## src/rtl/register_file.sv

```systemverilog
// 16 x 18-bit register file: two combinational read ports, one write port,
// and an external input bus continuously loaded into register IN_REG.
module register_file #(
  parameter int DATA_W = 18,
  parameter int ADDR_W = 4,
  parameter int IN_REG = 15
) (
  input  logic              clk,
  input  logic              rst_n,
  input  logic [ADDR_W-1:0] read_addr1,
  input  logic [ADDR_W-1:0] read_addr2,
  input  logic [ADDR_W-1:0] write_addr,
  input  logic [DATA_W-1:0] write_data,
  input  logic              write_enable,
  input  logic [DATA_W-1:0] write_data_in,
  output logic [DATA_W-1:0] data_out1,
  output logic [DATA_W-1:0] data_out2
);

  localparam int Depth = 1 << ADDR_W;
  localparam logic [ADDR_W-1:0] InIdx = ADDR_W'(IN_REG);

  logic [DATA_W-1:0] regs_q [Depth];
  logic [DATA_W-1:0] regs_d [Depth];

  // Input bus loads first so a port write to IN_REG overrides it.
  always_comb begin
    regs_d = regs_q;
    regs_d[InIdx] = write_data_in;
    if (write_enable) begin
      regs_d[write_addr] = write_data;
    end
  end

  always_ff @(posedge clk) begin
    if (!rst_n) begin
      for (int i = 0; i < Depth; i++) begin
        regs_q[i] <= '0;
      end
    end else begin
      regs_q <= regs_d;
    end
  end

  assign data_out1 = regs_q[read_addr1];
  assign data_out2 = regs_q[read_addr2];

endmodule

```

## config.mk

```make
export PLATFORM = sky130hd
export DESIGN_NAME = register_file
export DESIGN_NICKNAME = d
export VERILOG_FILES = /design/src/rtl/register_file.sv
export SDC_FILE = /design/constraint.sdc
export NUM_CORES = 1
export LEC_CHECK = 0
export CAP_MARGIN = 10
export CORE_AREA = 3 3 163 165
export DETAILED_ROUTE_END_ITERATION = 10
export DIE_AREA = 0 0 166 168
export PLACE_DENSITY_LB_ADDON = 0.08
export SYNTH_ARGS = -nofsm -noshare
export SYNTH_HDL_FRONTEND = slang
export SYNTH_SLANG_ARGS = --single-unit
```

## constraint.sdc

```tcl
create_clock -name clk -period 2.8 [get_ports clk]
set_clock_uncertainty 0.05 [all_clocks]
set_input_delay 0.56 -clock clk [delete_from_list [all_inputs] [get_ports clk]]
set_output_delay 0.56 -clock clk [all_outputs]
set_load 0.1 [all_outputs]
```

; After elaboration in Yosys (flattened, before gate mapping)
; Index checks and enable logic that the tools add are counted.
; Widths: inputs -> output; s select.
[op_classes]
n_addsub = 0
multipliers = 0
div_mod_pow = 0
n_lt_le_gt_ge = 4
n_eq_ne = 0
shifts = 0
n_mux = 10
bitwise = 3
reduce_logical = 1
[op_table]
columns = op, n
row1 = $bwmux 288, 1
row2 = $bmux 18 s4, 2
row3 = $mux 18, 6
row4 = $demux 18 s4, 1
row5 = $ge 5x5->1 const B, 3
row6 = $not 4->5, 3
row7 = $lt 5x1->1 const B, 1
row8 = $logic_and 1x1->1, 1
[word_totals]
regBits = 288
latch_bits = 0
mem_bits_rw = 0
mem_bits_ro = 0
output_inout_bits = 36
elab_cells = 34
n_memories = 0

; Depth between registers and ports, before layout
; Gate-level depths: netlist of the first run.
[logic_depth]
ltp_word = 7
depth_mapped = 7

; Least setup slack after synthesis of the first run
; No wires, ideal clock.
[synth_timing]
kind = input to output
from = input read_addr1[0]
to = output data_out1[10]
t_arrival_ns = 2.133
t_required_ns = 2.190
slack_ns = 0.057
path_stages = 6
n_path_buf = 3
cell_sequence = buf_6 > buf_4 > buf_2 > mux4_2 > a22oi_1 > nand2_1
[synth_between]
elab_chain_len = 4
[synth_rtl]
columns = element, line
row1 = from (decl), 10  ; input logic [ADDR_W-1:0] read_addr1,
row2 = $not 4->5 (implied by the code), 45  ; assign data_out1 = regs_q[read_addr1];
row3 = $bmux 18 s4, 45
row4 = $mux 18 (implied by the code) (2 in a row), 45
row5 = to (decl), 16  ; output logic [DATA_W-1:0] data_out1,
; No other way between the ends. The select of a mux whose other input is x is not followed.

; Final worst setup path of the first run
[layout_timing]
from = input read_addr1[3]
to = output data_out1[7]
; The elaborated chain is that of the path after synthesis.

==> results of run 1 <==
cells by family (layout without fill, tap and decap cells):
kind of cell | count (synthesis) | in the layout | share of synthesized area (%)
AO/OA/AOI/OAI | 648 | 648 | 25.5
AND/OR/NAND/NOR | 356 | 356 | 11.2
flip-flops | 288 | 288 | 35.5
buffers and inverters | 238 | 252 | 7.82
multiplexers | 144 | 144 | 20.0
other | 0 | 3 | 0
how the worst min path moves through the flow:
stage / to / slack, ns / startpoint / cells past startpoint
final: regs_q[216]$_SDFFE_PN0P_ / 0.44 / regs_q[216]$_SDFFE_PN0P_ / 2
after floorplan: regs_q[163]$_SDFFE_PN0P_ / 0.41 / regs_q[163]$_SDFFE_PN0P_ / 2
after global placement: regs_q[44]$_SDFFE_PN0P_ / 0.42 / regs_q[44]$_SDFFE_PN0P_ / 2
after detailed placement: regs_q[216]$_SDFFE_PN0P_ / 0.43 / regs_q[216]$_SDFFE_PN0P_ / 2
after CTS: regs_q[164]$_SDFFE_PN0P_ / 0.43 / regs_q[164]$_SDFFE_PN0P_ / 2
after global routing: regs_q[124]$_SDFFE_PN0P_ / 0.46 / regs_q[124]$_SDFFE_PN0P_ / 2
metal layers:
layer | wire length (µm) | vias up | share of wire (%)
met2 | 27200 | 1296 | 46
met3 | 7170 | 283 | 12
met1 | 20500 | 7481 | 35
met4 | 3780 | 2 | 6.4
met5 | 8 | - | 0.014
li1 | - | 6294 | -
cells in the mapped netlist, drive strengths merged:
cell	number
nor3b	2
clkbuf	118
and3b	4
nand3b	4
and3	2
a22oi	72
buf	120
nand3	290
o21ai	288
dfxtp	288
or3b	2
a21boi	288
nor2b	6
nand2	37
nand2b	2
mux4	144
and2	3
or2	1
nor2	3
where the power goes:
group | total [mW] | internal [mW] | switching [mW] | leakage (nW)
Combinational | 1.44 | 0.547 | 0.892 | 3.50
Clock | 4.31 | 2.54 | 1.77 | 0.518
Sequential | 4.21 | 4.16 | 0.0461 | 2.33
Total | 9.96 | 7.25 | 2.71 | 6.35
metrics by stage:
step	hold WS [ns]	power (mW)
4_1_cts	0.434	9.89
6_report	0.437	9.96
3_5_place_dp	0.428	5.67
5_1_grt	0.456	10.1
2_1_floorplan	0.409	5.10
3_3_place_gp	0.416	5.65
critical path, stage by stage:
cell and delay (ns):
clkdlybuf4s50_1 0.48, buf_4 0.18, and2_1 0.18, buf_12 0.18, a22oi_1 0.29, nand2_1 0.15
buf_12 0.19
cell usage in the layout, fill, tap and decap left out, drive strengths merged:
cell type      count
nor2               3
buf              149
inv                1
and2               3
dfxtp            288
clkinv             8
diode              3
clkinvlp           3
nand2b             2
nor3b              2
and3b              4
a21boi           288
a22oi             72
bufinv             4
dlymetal6s2s       1
o21ai            288
or3b               2
clkdlybuf4s50     44
nand3            290
nand2             37
nor2b              6
and3               2
mux4             144
nand3b             4
or2                1
clkbuf            42
area by class of cell:
class | count | area [µm²]
Antenna cell | 3 | 7.51
Clock buffer | 42 | 867
Clock inverter | 16 | 195
Fill cell | 1676 | 5940
Multi-Input combinational cell | 1148 | 9330
Sequential cell | 288 | 5770
Tap cell | 330 | 413
Timing Repair Buffer | 194 | 2660
repair_timing:
action	4_1_cts	5_1_grt
cloned	0	0
hold endpoints to repair	0	0
endpoints found under the setup margin	18	17
pin swaps	0	4
setup buffers	2	8
gates resized for setup	3	15
==> reports/results.txt, run 1 <==
Tot GR Track Use: 40.8%
Outcome: finished with violations
GR Util met3: 9.13%
Seq/Total Area, Yosys: 35.5%
Critical path required time: 2.19 ns
Clock Path Buffers: 3
CP startpoint kind: primary input
Placed Cells: 1950
Share of cells above drive strength 1: 22.5%
Drt first pass iters: 7
First-pass GRT wire length: 89.7 mm
Layout Utilization: 76.4%
Setup TNS: -0.0568 ns
Most Crowded Layer GR: met2
Slew @ Worst Pin: 0.817 ns
Clock latency on the worst-skew pair: 0.56 ns
Largest register FFs: 288
Via density: 7.60
Met2 Usage GRT: 64.9%
Met1 Track Usage GR: 51.7%
Placer Congestion: 0.872
CTS tree: yes
Reg2reg end: regs_q[148]$_SDFFE_PN0P_
Largest net degree at the start of global routing: 94
Ports: 87
Synth cell types: 28
LEAKAGE: 6.35 nW
R2R depth: 2
Yosys warning count: 0
Rel. slew slack: 45.4%
Fin cells: 2021
Buffers on Ports: 86
Fmax: 353 MHz
HP Class: register to register
Nets: 1714
Setup-failing EPs final: 2
Synth area leader: dfxtp_1
Setup WS pre-CTS: -0.284 ns
Crit-path max FO: 18
DRC: 0
Period utilisation layout: 101%
Site Rows: 58
Mapped Nets: 1725
Worst setup EP type: output pin
Hold buffers post-CTS: 0
Failing checks: negative setup slack
Clock-pin slew on the worst setup and hold paths: 0.06 ns
Antenna violations before repair: 4
Synth Cell Area: 16300 µm²
IR Drop Worst-Case VDD: 0.000504 V
Detailed Route WL: 58.6 mm
Die ar.: 27900 µm²
Period minus WS final: 2.83 ns
Mean Syn Cell Area: 9.71 µm²
Most flops, register: regs_q
CTS buffer count: 31
Placement Cell Area: 18000 µm²
Largest cells by area after synthesis: dfxtp_1 (35%), mux4_2 (20%), nand3_1 (8.9%)
Grt ovf: 0
Clock sink total: 288
Crit Path Category: primary input to output pin
Reg-to-reg slack, setup: 1.94 ns
Initial DRC count: 2508
Max-slew violation count: 0
MaxCap Viol Count: 0
Routed WL per cell: 29.0 µm
Antenna-violating nets left: 0
DIE WIDTH: 166 µm
H-tree depth: 1
DP HPWL: 33.4 mm
Core area: 25200 µm²
Critical Path AT: 2.22 ns
Final worst setup slack: -0.0319 ns
Design area: 19200 µm²
Cells after Synth: 1674
Root buffer cell: clkbuf_16
Final Hold Viols: 0
Synth top area share: 35.5%
Area Overhead vs Synth: 18.4%
Yosys reg bits: 288
Reg-to-reg startpoint: regs_q[148]$_SDFFE_PN0P_
Pwr dens: 517 nW/µm²
Number of global-route vias before repair: 15400
Die height: 168 µm
Detailed-route via count: 15400
Worst Setup EP: data_out1[7]
Crit path launch: read_addr1[3]
Starting Density: 64.5%
Regs by FF count: regs_q x288
Power figures use the tool's default switching activity.
==> run 2, diff against run 1 <==
--- a/config.mk
+++ b/config.mk
@@ -6,9 +6,9 @@
 export NUM_CORES = 1
 export LEC_CHECK = 0
 export CAP_MARGIN = 10
-export CORE_AREA = 3 3 163 165
+export CORE_AREA = 3 3 166 168
 export DETAILED_ROUTE_END_ITERATION = 10
-export DIE_AREA = 0 0 166 168
+export DIE_AREA = 0 0 169 171
 export PLACE_DENSITY_LB_ADDON = 0.08
 export SYNTH_ARGS = -nofsm -noshare
 export SYNTH_HDL_FRONTEND = slang
==> run 2 against run 1 <==
- the flow now finishes without violations
- register-to-register slack gained 0.02 ns
- fmax grew 2.0%
- count of clock-buffer cells in the layout grew 11
- cell area grew 0.55%
- worst setup slack gained 0.056 ns
- clock power grew 10%
- combinational power is essentially flat
- first-iteration DRC count grew 4.6%
- non-clock buffer count grew 3
- largest power group unchanged
==> reports/results.txt, run 2 (synthesis gave the netlist of run 1 again) <==
Clock-pin slew on the worst setup and hold paths: 0.05 ns (was 0.06 ns)
Area Overhead vs Synth: 19.0% (was 18.4%)
Slew @ Worst Pin: 0.822 ns (was 0.817 ns)
Ports: 87 (unchanged)
Largest register FFs: 288 (unchanged)
Placed Cells: 1961 (was 1950)
Via density: 7.47 (was 7.60)
Die ar.: 28900 µm² (was 27900 µm²)
Fmax: 360 MHz (was 353 MHz)
Layout Utilization: 74.2% (was 76.4%)
Nets: 1720 (was 1714)
Tot GR Track Use: 39.3% (was 40.8%)
Hold buffers post-CTS: 0 (unchanged)
Site Rows: 59 (was 58)
Clock latency on the worst-skew pair: 0.52 ns (was 0.56 ns)
Number of global-route vias before repair: 15200 (was 15400)
Grt ovf: 0 (unchanged)
Clock sink total: 288 (unchanged)
RSZ-0062 raised after global routing: false
Root buffer cell: clkbuf_16 (unchanged)
Worst setup EP type: output pin (unchanged)
Most flops, register: regs_q (unchanged)
Critical path required time: 2.19 ns (about the same)
Fin cells: 2030 (was 2021)
Starting Density: 62.4% (was 64.5%)
HP Class: register to register (unchanged)
Critical Path AT: 2.17 ns (was 2.22 ns)
Buffers on Ports: 86 (unchanged)
Rel. slew slack: 45.0% (was 45.4%)
Largest net degree at the start of global routing: 92 (was 94)
Placement Cell Area: 18000 µm² (about the same)
Commonest non-fill, non-tap cells in the layout: nand3_1 (290), dfxtp_1 (288), o21ai_0 (269) (was nand3_1 (289), dfxtp_1 (288), o21ai_0 (269))
Clock Path Buffers: 3 (unchanged)
Number of fill cells: 1887 (was 1676)
H-tree depth: 2 (was 1)
Detailed Route WL: 57.6 mm (was 58.6 mm)
Antenna-violating nets left: 0 (unchanged)
Pwr dens: 537 nW/µm² (was 517 nW/µm²)
Initial DRC count: 2623 (was 2508)
DRC: 0 (unchanged)
Outcome: finished, final reports clean (was finished with violations)
Setup-failing EPs final: 0 (was 2)
Antenna violations before repair: 0 (was 4)
Period utilisation layout: 99.1% (was 101%)
Setup TNS: 0 ns (was -0.0568 ns)
Die height: 171 µm (was 168 µm)
CP startpoint kind: primary input (unchanged)
Max-slew violation count: 0 (unchanged)
Core area: 26100 µm² (was 25200 µm²)
Detailed-route via count: 15200 (was 15400)
Share of cells above drive strength 1: 22.5% (about the same)
DP HPWL: 32.5 mm (was 33.4 mm)
Crit Path Category: primary input to output pin (unchanged)
CTS tree: yes (unchanged)
N_diodes: 0 (was 3)
Routed WL per cell: 28.4 µm (was 29.0 µm)
Crit-path max FO: 29 (was 18)
Period minus WS final: 2.78 ns (was 2.83 ns)
Placer Congestion: 0.849 (was 0.872)
Commonest non-fill, non-tap cell in the layout: nand3_1 (unchanged)
CTS buffer count: 34 (was 31)
First-pass GRT wire length: 88.0 mm (was 89.7 mm)
Final Hold Viols: 0 (unchanged)
MaxCap Viol Count: 0 (unchanged)
DIE WIDTH: 169 µm (was 166 µm)
Drt first pass iters: 6 (was 7)
Design area: 19300 µm² (was 19200 µm²)
Regs by FF count: regs_q x288 (unchanged)
LEAKAGE: 6.41 nW (was 6.35 nW)
IR Drop Worst-Case VDD: 0.000558 V (was 0.000504 V)
## run 2: changes by cell type in the layout (fill, tap and decap cells not counted), sizes merged
cell | previous run | this run
clkdlybuf4s50 | 44 | 45
clkinv | 8 | 4
inv | 1 | 0
clkbuf | 42 | 53
bufinv | 4 | 3
clkinvlp | 3 | 2
buf | 149 | 152
diode | 3 | 0
dlymetal6s2s | 1 | 0
## run 2: final timing paths
kind                                                from                        to  slack, ns  cells after the start
worst max-delay path                       read_addr2[1]              data_out2[3]       0.02                      6
worst min-delay path            regs_q[179]$_SDFFE_PN0P_  regs_q[179]$_SDFFE_PN0P_       0.43                      2
worst max register to register  regs_q[278]$_SDFFE_PN0P_  regs_q[278]$_SDFFE_PN0P_       1.96                      2
worst min register to register  regs_q[179]$_SDFFE_PN0P_  regs_q[179]$_SDFFE_PN0P_       0.43                      2
## run 2: worst max-delay path: stages
cell and delay (ns):
buf_4 0.12, buf_12 0.24, mux4_2 0.54, a22oi_1 0.23, nand2_1 0.21, buf_12 0.23
## run 2: layer usage
| layer | wire [µm] | part of all wire, % | track usage [%] | vias to the layer above |
|---|---|---|---|---|
| li1 | - | - | - | 6290 |
| met1 | 20600 | 36 | 49.8 | 7432 |
| met2 | 26800 | 47 | 62.5 | 1164 |
| met3 | 6660 | 12 | 7.49 | 285 |
| met4 | 3530 | 6.1 | 24.3 | 0 |
| met5 | 0 | 0 | 0 | - |
## run 2: final cells by class
cell class / count / area, µm² / area share, %
clock buffers: 53 / 1090 / 5.61
clock inverters: 9 / 125 / 0.647
multi-input cells: 1148 / 9300 / 48.1
well taps: 335 / 419 / 2.17
repair buffers: 197 / 2650 / 13.7
flip-flops and latches: 288 / 5770 / 29.8
## run 2: repair_timing
action	4_1_cts	5_1_grt
gates resized for setup	0	14
setup endpoints to repair	0	11
buffers inserted	0	7
## run 2: where the power goes
group / switching [mW] / internal, mW / leakage [nW]
Combinational: 0.884 / 0.544 / 3.49
Sequential: 0.0478 / 4.16 / 2.33
Clock: 1.80 / 2.95 / 0.593
## run 2: through the flow
stage / power (mW) / hold slack [ns] / setup slack, ns
floorplan: 5.10 / 0.409 / 0.0572
global placement: 5.65 / 0.418 / 0.0472
detailed placement: 5.67 / 0.426 / 0.0531
CTS: 10.3 / 0.433 / 0.0427
global route: 10.6 / 0.457 / 0.00184
finish: 10.4 / 0.434 / 0.0245
